===== src/rtl/fp_mul_pipe_if.sv =====
// Operand/result handshake bundle for the pipelined floating-point multiplier.
// The master side is the operand feeder/consumer; the slave side is the multiplier.
interface fp_mul_pipe_if #(
   parameter int EXP_W = 8,
   parameter int MAN_W = 23
);
   localparam int W = 1 + EXP_W + MAN_W;

   logic         in_valid;
   logic         in_ready;
   logic [W-1:0] a;
   logic [W-1:0] b;
   logic         out_valid;
   logic         out_ready;
   logic [W-1:0] result;
   logic         flag_ovf;
   logic         flag_unf;
   logic         flag_inv;

   modport master (
      output in_valid, a, b, out_ready,
      input  in_ready, out_valid, result, flag_ovf, flag_unf, flag_inv
   );

   modport slave (
      input  in_valid, a, b, out_ready,
      output in_ready, out_valid, result, flag_ovf, flag_unf, flag_inv
   );
endinterface


===== src/rtl/fp_mul_pipe.sv =====
// Three-stage pipelined IEEE-754-style multiplier.
//   S1: unpack, classify, sign and biased exponent sum; specials resolved here.
//   S2: full mantissa product.
//   S3: normalise, round-to-nearest-even, range check, registered outputs.
// Denormal operands are flushed to zero; results that underflow flush to zero.
// The whole pipe advances together whenever the output slot is free or drained.
module fp_mul_pipe #(
   parameter int EXP_W = 8,
   parameter int MAN_W = 23
) (
   input  logic        clk,
   input  logic        rst_n,
   fp_mul_pipe_if.slave bus
);
   localparam int W   = 1 + EXP_W + MAN_W;
   localparam int EW2 = EXP_W + 2;
   localparam int PW  = 2 * MAN_W + 2;

   localparam logic signed [EW2-1:0] BIAS_E    = EW2'(2 ** (EXP_W - 1) - 1);
   localparam logic signed [EW2-1:0] EXP_MAX_E = EW2'(2 ** EXP_W - 1);
   localparam logic signed [EW2-1:0] ONE_E     = EW2'(1);
   localparam logic signed [EW2-1:0] ZERO_E    = EW2'(0);

   localparam logic [EXP_W-1:0] EXP_ONES = {EXP_W{1'b1}};
   localparam logic [W-1:0]     QNAN     = {1'b0, EXP_ONES, 1'b1, {(MAN_W-1){1'b0}}};

   // Operand classification helpers
   function automatic logic isZeroF(input logic [EXP_W-1:0] e);
      return (e == {EXP_W{1'b0}});
   endfunction

   function automatic logic isInfF(input logic [EXP_W-1:0] e, input logic [MAN_W-1:0] f);
      return (e == EXP_ONES) && (f == {MAN_W{1'b0}});
   endfunction

   function automatic logic isNanF(input logic [EXP_W-1:0] e, input logic [MAN_W-1:0] f);
      return (e == EXP_ONES) && (f != {MAN_W{1'b0}});
   endfunction

   logic en_s;

   // Unpacked operand fields
   logic             signA_s, signB_s;
   logic [EXP_W-1:0] expA_s, expB_s;
   logic [MAN_W-1:0] fracA_s, fracB_s;
   logic             nanA_s, nanB_s, infA_s, infB_s, zeroA_s, zeroB_s, infZero_s;
   logic             sign_s;
   logic signed [EW2-1:0] expSum_s;

   // S1 special-case decision
   logic             spec_s;
   logic [W-1:0]     specRes_s;
   logic             specInv_s;

   // Stage 1 registers
   logic                  s1Valid_r;
   logic                  s1Sign_r;
   logic signed [EW2-1:0] s1Exp_r;
   logic [MAN_W:0]        s1ManA_r, s1ManB_r;
   logic                  s1Spec_r;
   logic [W-1:0]          s1SpecRes_r;
   logic                  s1SpecInv_r;

   // Stage 2 registers
   logic                  s2Valid_r;
   logic                  s2Sign_r;
   logic signed [EW2-1:0] s2Exp_r;
   logic [PW-1:0]         s2Prod_r;
   logic                  s2Spec_r;
   logic [W-1:0]          s2SpecRes_r;
   logic                  s2SpecInv_r;

   // Stage 3 combinational datapath
   logic                  normHi_s;
   logic [MAN_W-1:0]      fracPre_s;
   logic                  guard_s, sticky_s, roundUp_s;
   logic signed [EW2-1:0] expNorm_s, expRnd_s;
   logic [MAN_W:0]        fracRnd_s;
   logic [W-1:0]          nextRes_s;
   logic                  nextOvf_s, nextUnf_s, nextInv_s;

   // Output registers
   logic         outValid_r;
   logic [W-1:0] result_r;
   logic         flagOvf_r, flagUnf_r, flagInv_r;

   assign en_s         = ~outValid_r | bus.out_ready;
   assign bus.in_ready = en_s;
   assign bus.out_valid = outValid_r;
   assign bus.result   = result_r;
   assign bus.flag_ovf = flagOvf_r;
   assign bus.flag_unf = flagUnf_r;
   assign bus.flag_inv = flagInv_r;

   assign signA_s = bus.a[W-1];
   assign signB_s = bus.b[W-1];
   assign expA_s  = bus.a[W-2:MAN_W];
   assign expB_s  = bus.b[W-2:MAN_W];
   assign fracA_s = bus.a[MAN_W-1:0];
   assign fracB_s = bus.b[MAN_W-1:0];

   assign nanA_s    = isNanF(expA_s, fracA_s);
   assign nanB_s    = isNanF(expB_s, fracB_s);
   assign infA_s    = isInfF(expA_s, fracA_s);
   assign infB_s    = isInfF(expB_s, fracB_s);
   assign zeroA_s   = isZeroF(expA_s);
   assign zeroB_s   = isZeroF(expB_s);
   assign infZero_s = (infA_s & zeroB_s) | (zeroA_s & infB_s);
   assign sign_s    = signA_s ^ signB_s;
   assign expSum_s  = $signed({2'b00, expA_s}) + $signed({2'b00, expB_s}) - BIAS_E;

   // Resolve special operands by priority: NaN / inf*0, then inf, then zero
   always_comb begin
      spec_s    = 1'b0;
      specRes_s = {W{1'b0}};
      specInv_s = 1'b0;
      if (nanA_s | nanB_s | infZero_s) begin
         spec_s    = 1'b1;
         specRes_s = QNAN;
         specInv_s = infZero_s | (nanA_s & ~fracA_s[MAN_W-1]) | (nanB_s & ~fracB_s[MAN_W-1]);
      end else if (infA_s | infB_s) begin
         spec_s    = 1'b1;
         specRes_s = {sign_s, EXP_ONES, {MAN_W{1'b0}}};
      end else if (zeroA_s | zeroB_s) begin
         spec_s    = 1'b1;
         specRes_s = {sign_s, {(W-1){1'b0}}};
      end else begin
         spec_s    = 1'b0;
      end
   end

   // Stage 1: capture unpacked operands and special-case decision
   always_ff @(posedge clk or negedge rst_n) begin
      if (!rst_n) begin
         s1Valid_r   <= 1'b0;
         s1Sign_r    <= 1'b0;
         s1Exp_r     <= ZERO_E;
         s1ManA_r    <= {(MAN_W+1){1'b0}};
         s1ManB_r    <= {(MAN_W+1){1'b0}};
         s1Spec_r    <= 1'b0;
         s1SpecRes_r <= {W{1'b0}};
         s1SpecInv_r <= 1'b0;
      end else if (en_s) begin
         s1Valid_r   <= bus.in_valid;
         s1Sign_r    <= sign_s;
         s1Exp_r     <= expSum_s;
         s1ManA_r    <= {1'b1, fracA_s};
         s1ManB_r    <= {1'b1, fracB_s};
         s1Spec_r    <= spec_s;
         s1SpecRes_r <= specRes_s;
         s1SpecInv_r <= specInv_s;
      end
   end

   // Stage 2: full-width mantissa product
   always_ff @(posedge clk or negedge rst_n) begin
      if (!rst_n) begin
         s2Valid_r   <= 1'b0;
         s2Sign_r    <= 1'b0;
         s2Exp_r     <= ZERO_E;
         s2Prod_r    <= {PW{1'b0}};
         s2Spec_r    <= 1'b0;
         s2SpecRes_r <= {W{1'b0}};
         s2SpecInv_r <= 1'b0;
      end else if (en_s) begin
         s2Valid_r   <= s1Valid_r;
         s2Sign_r    <= s1Sign_r;
         s2Exp_r     <= s1Exp_r;
         s2Prod_r    <= PW'(s1ManA_r) * PW'(s1ManB_r);
         s2Spec_r    <= s1Spec_r;
         s2SpecRes_r <= s1SpecRes_r;
         s2SpecInv_r <= s1SpecInv_r;
      end
   end

   // Stage 3 datapath: normalise the product, round to nearest even, range check
   always_comb begin
      normHi_s = s2Prod_r[PW-1];
      if (normHi_s) begin
         fracPre_s = s2Prod_r[2*MAN_W -: MAN_W];
         guard_s   = s2Prod_r[MAN_W];
         sticky_s  = |s2Prod_r[MAN_W-1:0];
         expNorm_s = s2Exp_r + ONE_E;
      end else begin
         fracPre_s = s2Prod_r[2*MAN_W-1 -: MAN_W];
         guard_s   = s2Prod_r[MAN_W-1];
         sticky_s  = |s2Prod_r[MAN_W-2:0];
         expNorm_s = s2Exp_r;
      end
      roundUp_s = guard_s & (sticky_s | fracPre_s[0]);
      fracRnd_s = {1'b0, fracPre_s} + {{MAN_W{1'b0}}, roundUp_s};
      // A carry out of the fraction leaves frac=0 and bumps the exponent
      if (fracRnd_s[MAN_W]) begin
         expRnd_s = expNorm_s + ONE_E;
      end else begin
         expRnd_s = expNorm_s;
      end

      nextRes_s = {s2Sign_r, expRnd_s[EXP_W-1:0], fracRnd_s[MAN_W-1:0]};
      nextOvf_s = 1'b0;
      nextUnf_s = 1'b0;
      nextInv_s = 1'b0;
      if (s2Spec_r) begin
         nextRes_s = s2SpecRes_r;
         nextInv_s = s2SpecInv_r;
      end else if (expRnd_s >= EXP_MAX_E) begin
         nextRes_s = {s2Sign_r, EXP_ONES, {MAN_W{1'b0}}};
         nextOvf_s = 1'b1;
      end else if (expRnd_s <= ZERO_E) begin
         nextRes_s = {s2Sign_r, {(W-1){1'b0}}};
         nextUnf_s = 1'b1;
      end else begin
         nextInv_s = 1'b0;
      end
   end

   // Stage 3: registered result and flags, held stable while stalled
   always_ff @(posedge clk or negedge rst_n) begin
      if (!rst_n) begin
         outValid_r <= 1'b0;
         result_r   <= {W{1'b0}};
         flagOvf_r  <= 1'b0;
         flagUnf_r  <= 1'b0;
         flagInv_r  <= 1'b0;
      end else if (en_s) begin
         outValid_r <= s2Valid_r;
         if (s2Valid_r) begin
            result_r  <= nextRes_s;
            flagOvf_r <= nextOvf_s;
            flagUnf_r <= nextUnf_s;
            flagInv_r <= nextInv_s;
         end else begin
            result_r  <= result_r;
            flagOvf_r <= flagOvf_r;
            flagUnf_r <= flagUnf_r;
            flagInv_r <= flagInv_r;
         end
      end
   end
endmodule


===== src/flat_wrapper.sv =====
// flat-port wrapper written by rule: the top's interface ports become plain ports
module fp_mul_pipe_flat 
#(
   parameter int EXP_W = 8,
   parameter int MAN_W = 23
)
  (clk, rst_n, bus_in_valid, bus_a, bus_b, bus_out_ready, bus_in_ready, bus_out_valid, bus_result, bus_flag_ovf, bus_flag_unf, bus_flag_inv);
  fp_mul_pipe_if #(.EXP_W(EXP_W), .MAN_W(MAN_W)) bus_i ();
  input  logic clk;
  input  logic rst_n;
  input wire logic [$bits(bus_i.in_valid)-1:0] bus_in_valid;
  input wire logic [$bits(bus_i.a)-1:0] bus_a;
  input wire logic [$bits(bus_i.b)-1:0] bus_b;
  input wire logic [$bits(bus_i.out_ready)-1:0] bus_out_ready;
  output wire logic [$bits(bus_i.in_ready)-1:0] bus_in_ready;
  output wire logic [$bits(bus_i.out_valid)-1:0] bus_out_valid;
  output wire logic [$bits(bus_i.result)-1:0] bus_result;
  output wire logic [$bits(bus_i.flag_ovf)-1:0] bus_flag_ovf;
  output wire logic [$bits(bus_i.flag_unf)-1:0] bus_flag_unf;
  output wire logic [$bits(bus_i.flag_inv)-1:0] bus_flag_inv;
  assign bus_i.in_valid = bus_in_valid;
  assign bus_i.a = bus_a;
  assign bus_i.b = bus_b;
  assign bus_i.out_ready = bus_out_ready;
  assign bus_in_ready = bus_i.in_ready;
  assign bus_out_valid = bus_i.out_valid;
  assign bus_result = bus_i.result;
  assign bus_flag_ovf = bus_i.flag_ovf;
  assign bus_flag_unf = bus_i.flag_unf;
  assign bus_flag_inv = bus_i.flag_inv;
  fp_mul_pipe #(.EXP_W(EXP_W), .MAN_W(MAN_W)) u_core (.clk(clk), .rst_n(rst_n), .bus(bus_i));
endmodule

===== config.mk =====
export PLATFORM = sky130hd
export DESIGN_NAME = fp_mul_pipe_flat
export DESIGN_NICKNAME = d
export VERILOG_FILES = /design/src/rtl/fp_mul_pipe_if.sv /design/src/rtl/fp_mul_pipe.sv /design/src/flat_wrapper.sv
export SDC_FILE = /design/constraint.sdc
export NUM_CORES = 2
export LEC_CHECK = 0
export BUFFER_PORTS_ARGS = -buffer_cell sky130_fd_sc_hd__clkbuf_2
export CORE_MARGIN = 10
export CORE_UTILIZATION = 45
export DETAILED_ROUTE_END_ITERATION = 7
export MAX_ROUTING_LAYER = met4
export PLACE_DENSITY = 0.63
export SETUP_SLACK_MARGIN = 0.02
export SYNTH_ARGS = -nofsm -noshare
export SYNTH_HDL_FRONTEND = slang
export SYNTH_SLANG_ARGS = --single-unit

===== constraint.sdc =====
create_clock -name clk -period 7.3 [get_ports clk]
set_input_delay 1.095 -clock clk [delete_from_list [all_inputs] [get_ports clk]]
set_output_delay 1.095 -clock clk [all_outputs]
set_load 0.01 [all_outputs]

After elaboration in Yosys (flattened, before gate mapping)
Index checks and enable logic that the tools add are counted.

Flip-flop bits (word level): 224. Bits in latches: 0. Bits in writable memories: 0. ROM bits: 0. Bits of input ports: 68. Memories kept: 0.

$add $sub $neg: 5. $mul: 1. Divide/modulo/power cells: 0. Magnitude comparators: 2. Equality and inequality tests: 2. Shift-type cells: 0. Multiplexer cells: 21. Bitwise gates (word level): 18. Reductions and logical operators: 13.

Operators by type and width (count): 2-to-1 mux 32 bit (4); 2-to-1 mux 31 bit (2); multiplier 24 x 24 -> 48 bit (1); logical NOT 23 bit (2); nonzero test 23 bit (2); adder 23 x 1 -> 24 bit (1); 2-to-1 mux 23 bit (1); OR reduction 23 bit (1); OR reduction 22 bit (1); adder 10 x 2 -> 10 bit (second input constant) (2); 2-to-1 mux 10 bit (2); equality test 8 bit (second input constant) (2); logical NOT 8 bit (2); 2-to-1 mux 1 bit (12); >= comparator 10 x 9 -> 1 bit (second input constant) (1); <= comparator 10 x 1 -> 1 bit (second input constant) (1); subtractor 10 x 8 -> 10 bit (second input constant) (1); adder 8 x 8 -> 9 bit (1); bitwise OR 1 bit (9); bitwise AND 1 bit (5); logical AND 1 bit (4); inverter 1 bit (3); AND reduction 2 bit (1); XOR 1 bit (1).

Depth between registers and ports, before layout
Depth in word-level cells: 10. Gate-level depth with buffers: 26.

Least setup slack after synthesis
Ideal clock, no wire load.

Path kind: flip-flop to flip-flop. Start point: register u_core.s1ManB_r[23]. End point: register u_core.s2Prod_r[40]. Setup time: 86 ps. Data arrival time: 6543 ps. Data required time: 7214 ps. Setup slack: 671 ps. Stages on the path, launching flop included: 26. Buffers on the path: 3. Clock period less this slack: 6629 ps. Cells stage by stage: dfrtp_1 -> clkbuf_1 -> clkbuf_1 -> nand2_1 -> fa_1 -> inv_1 -> ha_1 -> inv_1 -> fa_1 -> fa_1 -> inv_1 -> fa_1 -> fa_1 -> inv_1 -> fa_1 -> inv_1 -> ha_1 -> clkbuf_1 -> nor3_1 -> or3_1 -> o21bai_1 -> a2111o_1 -> a21boi_1 -> o221ai_1 -> nor4b_1 -> nor3_1.

Longest elaborated chain between the ends: 1.

Ends and longest elaborated chain: start: declaration (line fp_mul_pipe.sv:59) `logic [MAN_W:0] s1ManA_r, s1ManB_r;`; start signal: assignment (line fp_mul_pipe.sv:139) `s1ManB_r <= {(MAN_W+1){1'b0}};`; start signal: assignment (line fp_mul_pipe.sv:148) `s1ManB_r <= {1'b1, fracB_s};`; multiplier 24 x 24 -> 48 bit (line fp_mul_pipe.sv:169) `s2Prod_r <= PW'(s1ManA_r) * PW'(s1ManB_r);`; end signal: assignment (line fp_mul_pipe.sv:161) `s2Prod_r <= {PW{1'b0}};`; end signal: assignment (line fp_mul_pipe.sv:169); end: declaration (line fp_mul_pipe.sv:68) `logic [PW-1:0] s2Prod_r;`.

Every way passes these cells. A chain may end at the register's enable or synchronous reset.

Worst setup path in the final report
Start point: register u_core.s1ManB_r[1]. End point: register u_core.s2Prod_r[46].

The elaborated chain is that of the path after synthesis.

==> impl_results.md <==
* Filler cell count at 5982
* Seq cells post-synth at 165
* Unique masters post-synth at 86
* R2r setup slk at 0.27 ns
* DIE HEIGHT at 269.2 um
* Post-Syn Nets at 3914
* CP endpoint kind: flip-flop
* Most instantiated cells after synthesis: 611 x nand2_1, 562 x inv_1, 483 x fa_1
* Final Slew Violations at 0
* Fin crit share at a little over nine tenths
* Reg-to-Reg End: u_core.s2Prod_r[46]
* Ys Warns at 0
* Worst Skew at approximately 0.021 ns
* Worst Path Buf+Inv at 6
* CP max stage delay at approximately 0.56 ns
* WS Path Type: reg -> reg
* Hold path start: u_core.s2Sign_r
* DP HPWL at around 59 mm
* Fmax at between 100 and 150 MHz
* Met2 usage at 33.45%
* Worst skew pair latency at 0.47 ns
* Synth Cell Area at 27960 sq um
* First-pass GRT wire length at 119.6 mm
* Leading post-synthesis cells by cell area: fa_1 35%, dfrtp_1 15%, ha_1 8.3%
* Met3 Use GR at 4.080%
* Area after DPL at 29620 sq um
* Initial antenna violation count at 1
* Number of I/O port buffers at approximately 100
* Vias/cell at 5.207
* Area of the multi-input gates at 21030 sq um
* Data arrival time of the worst path at 7.41 ns
* Reg-to-reg startpoint: u_core.s1ManB_r[1]
* Critical Path Start Type: flip-flop
* Top-area cell type share of the netlist area at 34.59%
* Share of layout cells above drive strength 1 at 9.840%
* Max-cap violations at 0
* GRT overflow at 0
* Total GRT Usage at 20.92%
* Die width at 269.2 um
* Deepest clock path buffer count at 2
* Critical path's most frequent cell: fa_1
* Largest net degree at the start of global routing at 104
* Worst path slowest cell: fa_1
* Ys flop type: dfrtp_1
* Endpoints failing setup at 0
* DRT Wirelength at 72.12 mm
* Nets at between 3000 and 4000
* Levels on crit path at 23
* DIE AREA at 72490 sq um
* Global route hottest layer: met2
* Post-synth EDFFs at 0
* Ports at 105
* Routed len/inst at between 15 and 20 um
* Design area at 30340 sq um
* Vias in the first global route at 22300
* Compound-gate portion of the synthesized area at around 7.9%
* Initial Utilization at 45.38%
* Post-route ant nets at 0
* CTS tree: built
* CTS clk-pin slew, worst paths at about 0.090 ns
* Register area at 4165 sq um
* Row count at 91
* CTS Buf Count at 17
* Gate Count Post-Synth at 3177
* Worst Path Max Fanout at 14
* Final worst path period need at 7.029 ns
* Most common cell in the synthesized netlist: nand2_1
* GP Congestion at 0.8799
* Main combinational cell family by area after synthesis: adder cells
* Final hold vios at 0
* Root buf cell: clkbuf_16
* CTS Sinks at around 170
* Measured slew at the worst slew-check pin at about 1.2 ns
* WHS Path Cells at 2
* Post-synthesis xor/xnor area fraction at 2.914%
* Area leader, netlist: fa_1
* Sequential area share after synthesis at 14.77%
* WP data required at 7.68 ns
* Family with the most delay on the worst path: adder cells
* RSZ-0062 raised after global routing: yes
* DRT Pass-1 Iters at 6
* Simple logic cell fraction of the synthesized area at 20.28%
* Hold Crit Endpoint: u_core.s2Sign_r
* Synth Area per Inst at 8.799 sq um
* Crit path cell chain: buf_4, and2_1, fa_1, fa_1, inv_1, fa_1, inv_1, fa_1, fa_1, fa_1, inv_1, fa_1, inv_1, ha_2, nand2_1, nor3_1, nor4_1, buf_4, a2111o_1, a21oi_1, o21ai_0, and3_1, a211oi_1
* Outcome: complete, no violations
* Area growth from synthesis to layout at 8.535%
* Hold Crit Class: reg -> reg
* Iter 0 DRT Violations at 1529
* M1 GR Usage at 27.34%
* Post-synth ARST share at between 90% and 100%
* Cts-stage hold buffer count at 0
* ANT cells at 0
* Worst R2R Path Depth at 23
* Worst rel slew slack at 19.11%
* DRC Markers at 0
* Adder-Cell Fraction of Synth Area at 42.91%
* Post-synthesis mux area share at 1.007%
* Core Area at 61600 sq um
* Via count at 21240
* H-tree depth at 4
-- worst max path at each step --
stage	startpoint	to	slack (ns)
after CTS	u_core.s1ManB_r[4]	u_core.s2Prod_r[42]	0.03
final	u_core.s1ManB_r[1]	u_core.s2Prod_r[46]	0.27
after detailed placement	u_core.s1ManB_r[7]	u_core.s2Prod_r[47]	-0.07
after global placement	u_core.s1ManB_r[7]	u_core.s2Prod_r[47]	-0.02
after floorplan	u_core.s1ManB_r[23]	u_core.s2Prod_r[40]	0.67
after global routing	u_core.s1ManB_r[1]	u_core.s2Prod_r[46]	-0.04
-- routing by layer --
metal	part of all wire, %	routed length (um)	up-vias
li1	-	-	9902
met4	1.6	1164	0
met3	5.6	4016	77
met5	0	0	-
met2	48	34920	483
met1	44	32010	10780
-- sequential cells by signal, summed over array words and instances (netlist names), 3 cells and up --
signal and flops:
u_core.s2Prod_r 48, u_core.bus.result 32, u_core.s1ManB_r 24, u_core.s1ManA_r 23
u_core.s1Exp_r 10, u_core.s2Exp_r 10, u_core.s1SpecRes_r 3, u_core.s2SpecRes_r 3
-- timing repair --
action | 4_1_cts | 5_1_grt
resized for setup | 1 | 40
endpoints found under the setup margin | 4 | 21
buffers inserted | 0 | 2
-- worst reg2reg max path, cell delays in order (launching register included) --
cell      delay [ns]
dfrtp_1         0.51
buf_4           0.26
and2_1          0.17
fa_1            0.44
fa_1            0.55
inv_1           0.07
fa_1            0.53
inv_1           0.05
fa_1            0.41
fa_1            0.48
fa_1            0.56
inv_1           0.05
fa_1            0.48
inv_1           0.06
ha_2            0.39
nand2_1         0.13
nor3_1          0.29
nor4_1          0.09
buf_4           0.15
a2111o_1        0.46
a21oi_1         0.30
o21ai_0         0.15
and3_1          0.18
a211oi_1        0.17
-- logic make-up after synthesis --
kind of cell               Yosys count
adders and majority gates          669
buffers and inverters              736
muxes                               27
xor gates and xnor gates            93
AOI/OAI and AO/OA                  316
DFF                                165
and+or+nand+nor                   1171
-- cell usage in the layout, fill, tap and decap left out, types with 13 or more instances in the layout --
cell,Yosys,layout
a211oi_1,13,13
a21o_1,24,24
a21oi_1,85,85
and2_1,308,308
and3_1,13,13
buf_4,2,94
clkbuf_16,0,17
clkbuf_2,1,103
dfrtp_1,165,138
dfrtp_2,0,26
fa_1,483,483
ha_1,186,185
inv_1,562,562
mux2i_1,20,20
nand2_1,611,611
nand3_1,27,26
nand4_1,29,29
nor2_1,78,78
nor3_1,22,21
nor4_1,24,22
o211ai_1,15,15
o21ai_0,67,65
o41ai_2,16,16
xnor2_1,57,57
xor2_1,36,36
-- per-stage QoR --
step | util, % | setup TNS (ns) | instances | worst slack (ns) | hold slack [ns]
2_1_floorplan | - | 0 | 3177 | 0.6713 | 0.4380
4_1_cts | 49.10 | 0 | 4077 | 0.03024 | 0.4744
3_3_place_gp | 48.09 | -0.03156 | 4045 | -0.01828 | 0.4502
6_report | 49.26 | 0 | 4079 | 0.2714 | 0.4723
5_1_grt | 49.26 | -0.06107 | 4079 | -0.03666 | 0.4991
3_5_place_dp | 48.09 | -0.1719 | 4045 | -0.07238 | 0.4562
-- final cells by class --
type,count,area share [%]
flip-flops and latches,165,13.73
repair buffers,205,4.466
clock buffers,17,1.402
well taps,837,3.452
clock inverters,15,0.6474
multi-input cells,2276,69.32
inverters,564,6.986
Power is not shown: default switching activity piles up to over one toggle a cycle in this logic, so the estimate is an artifact.
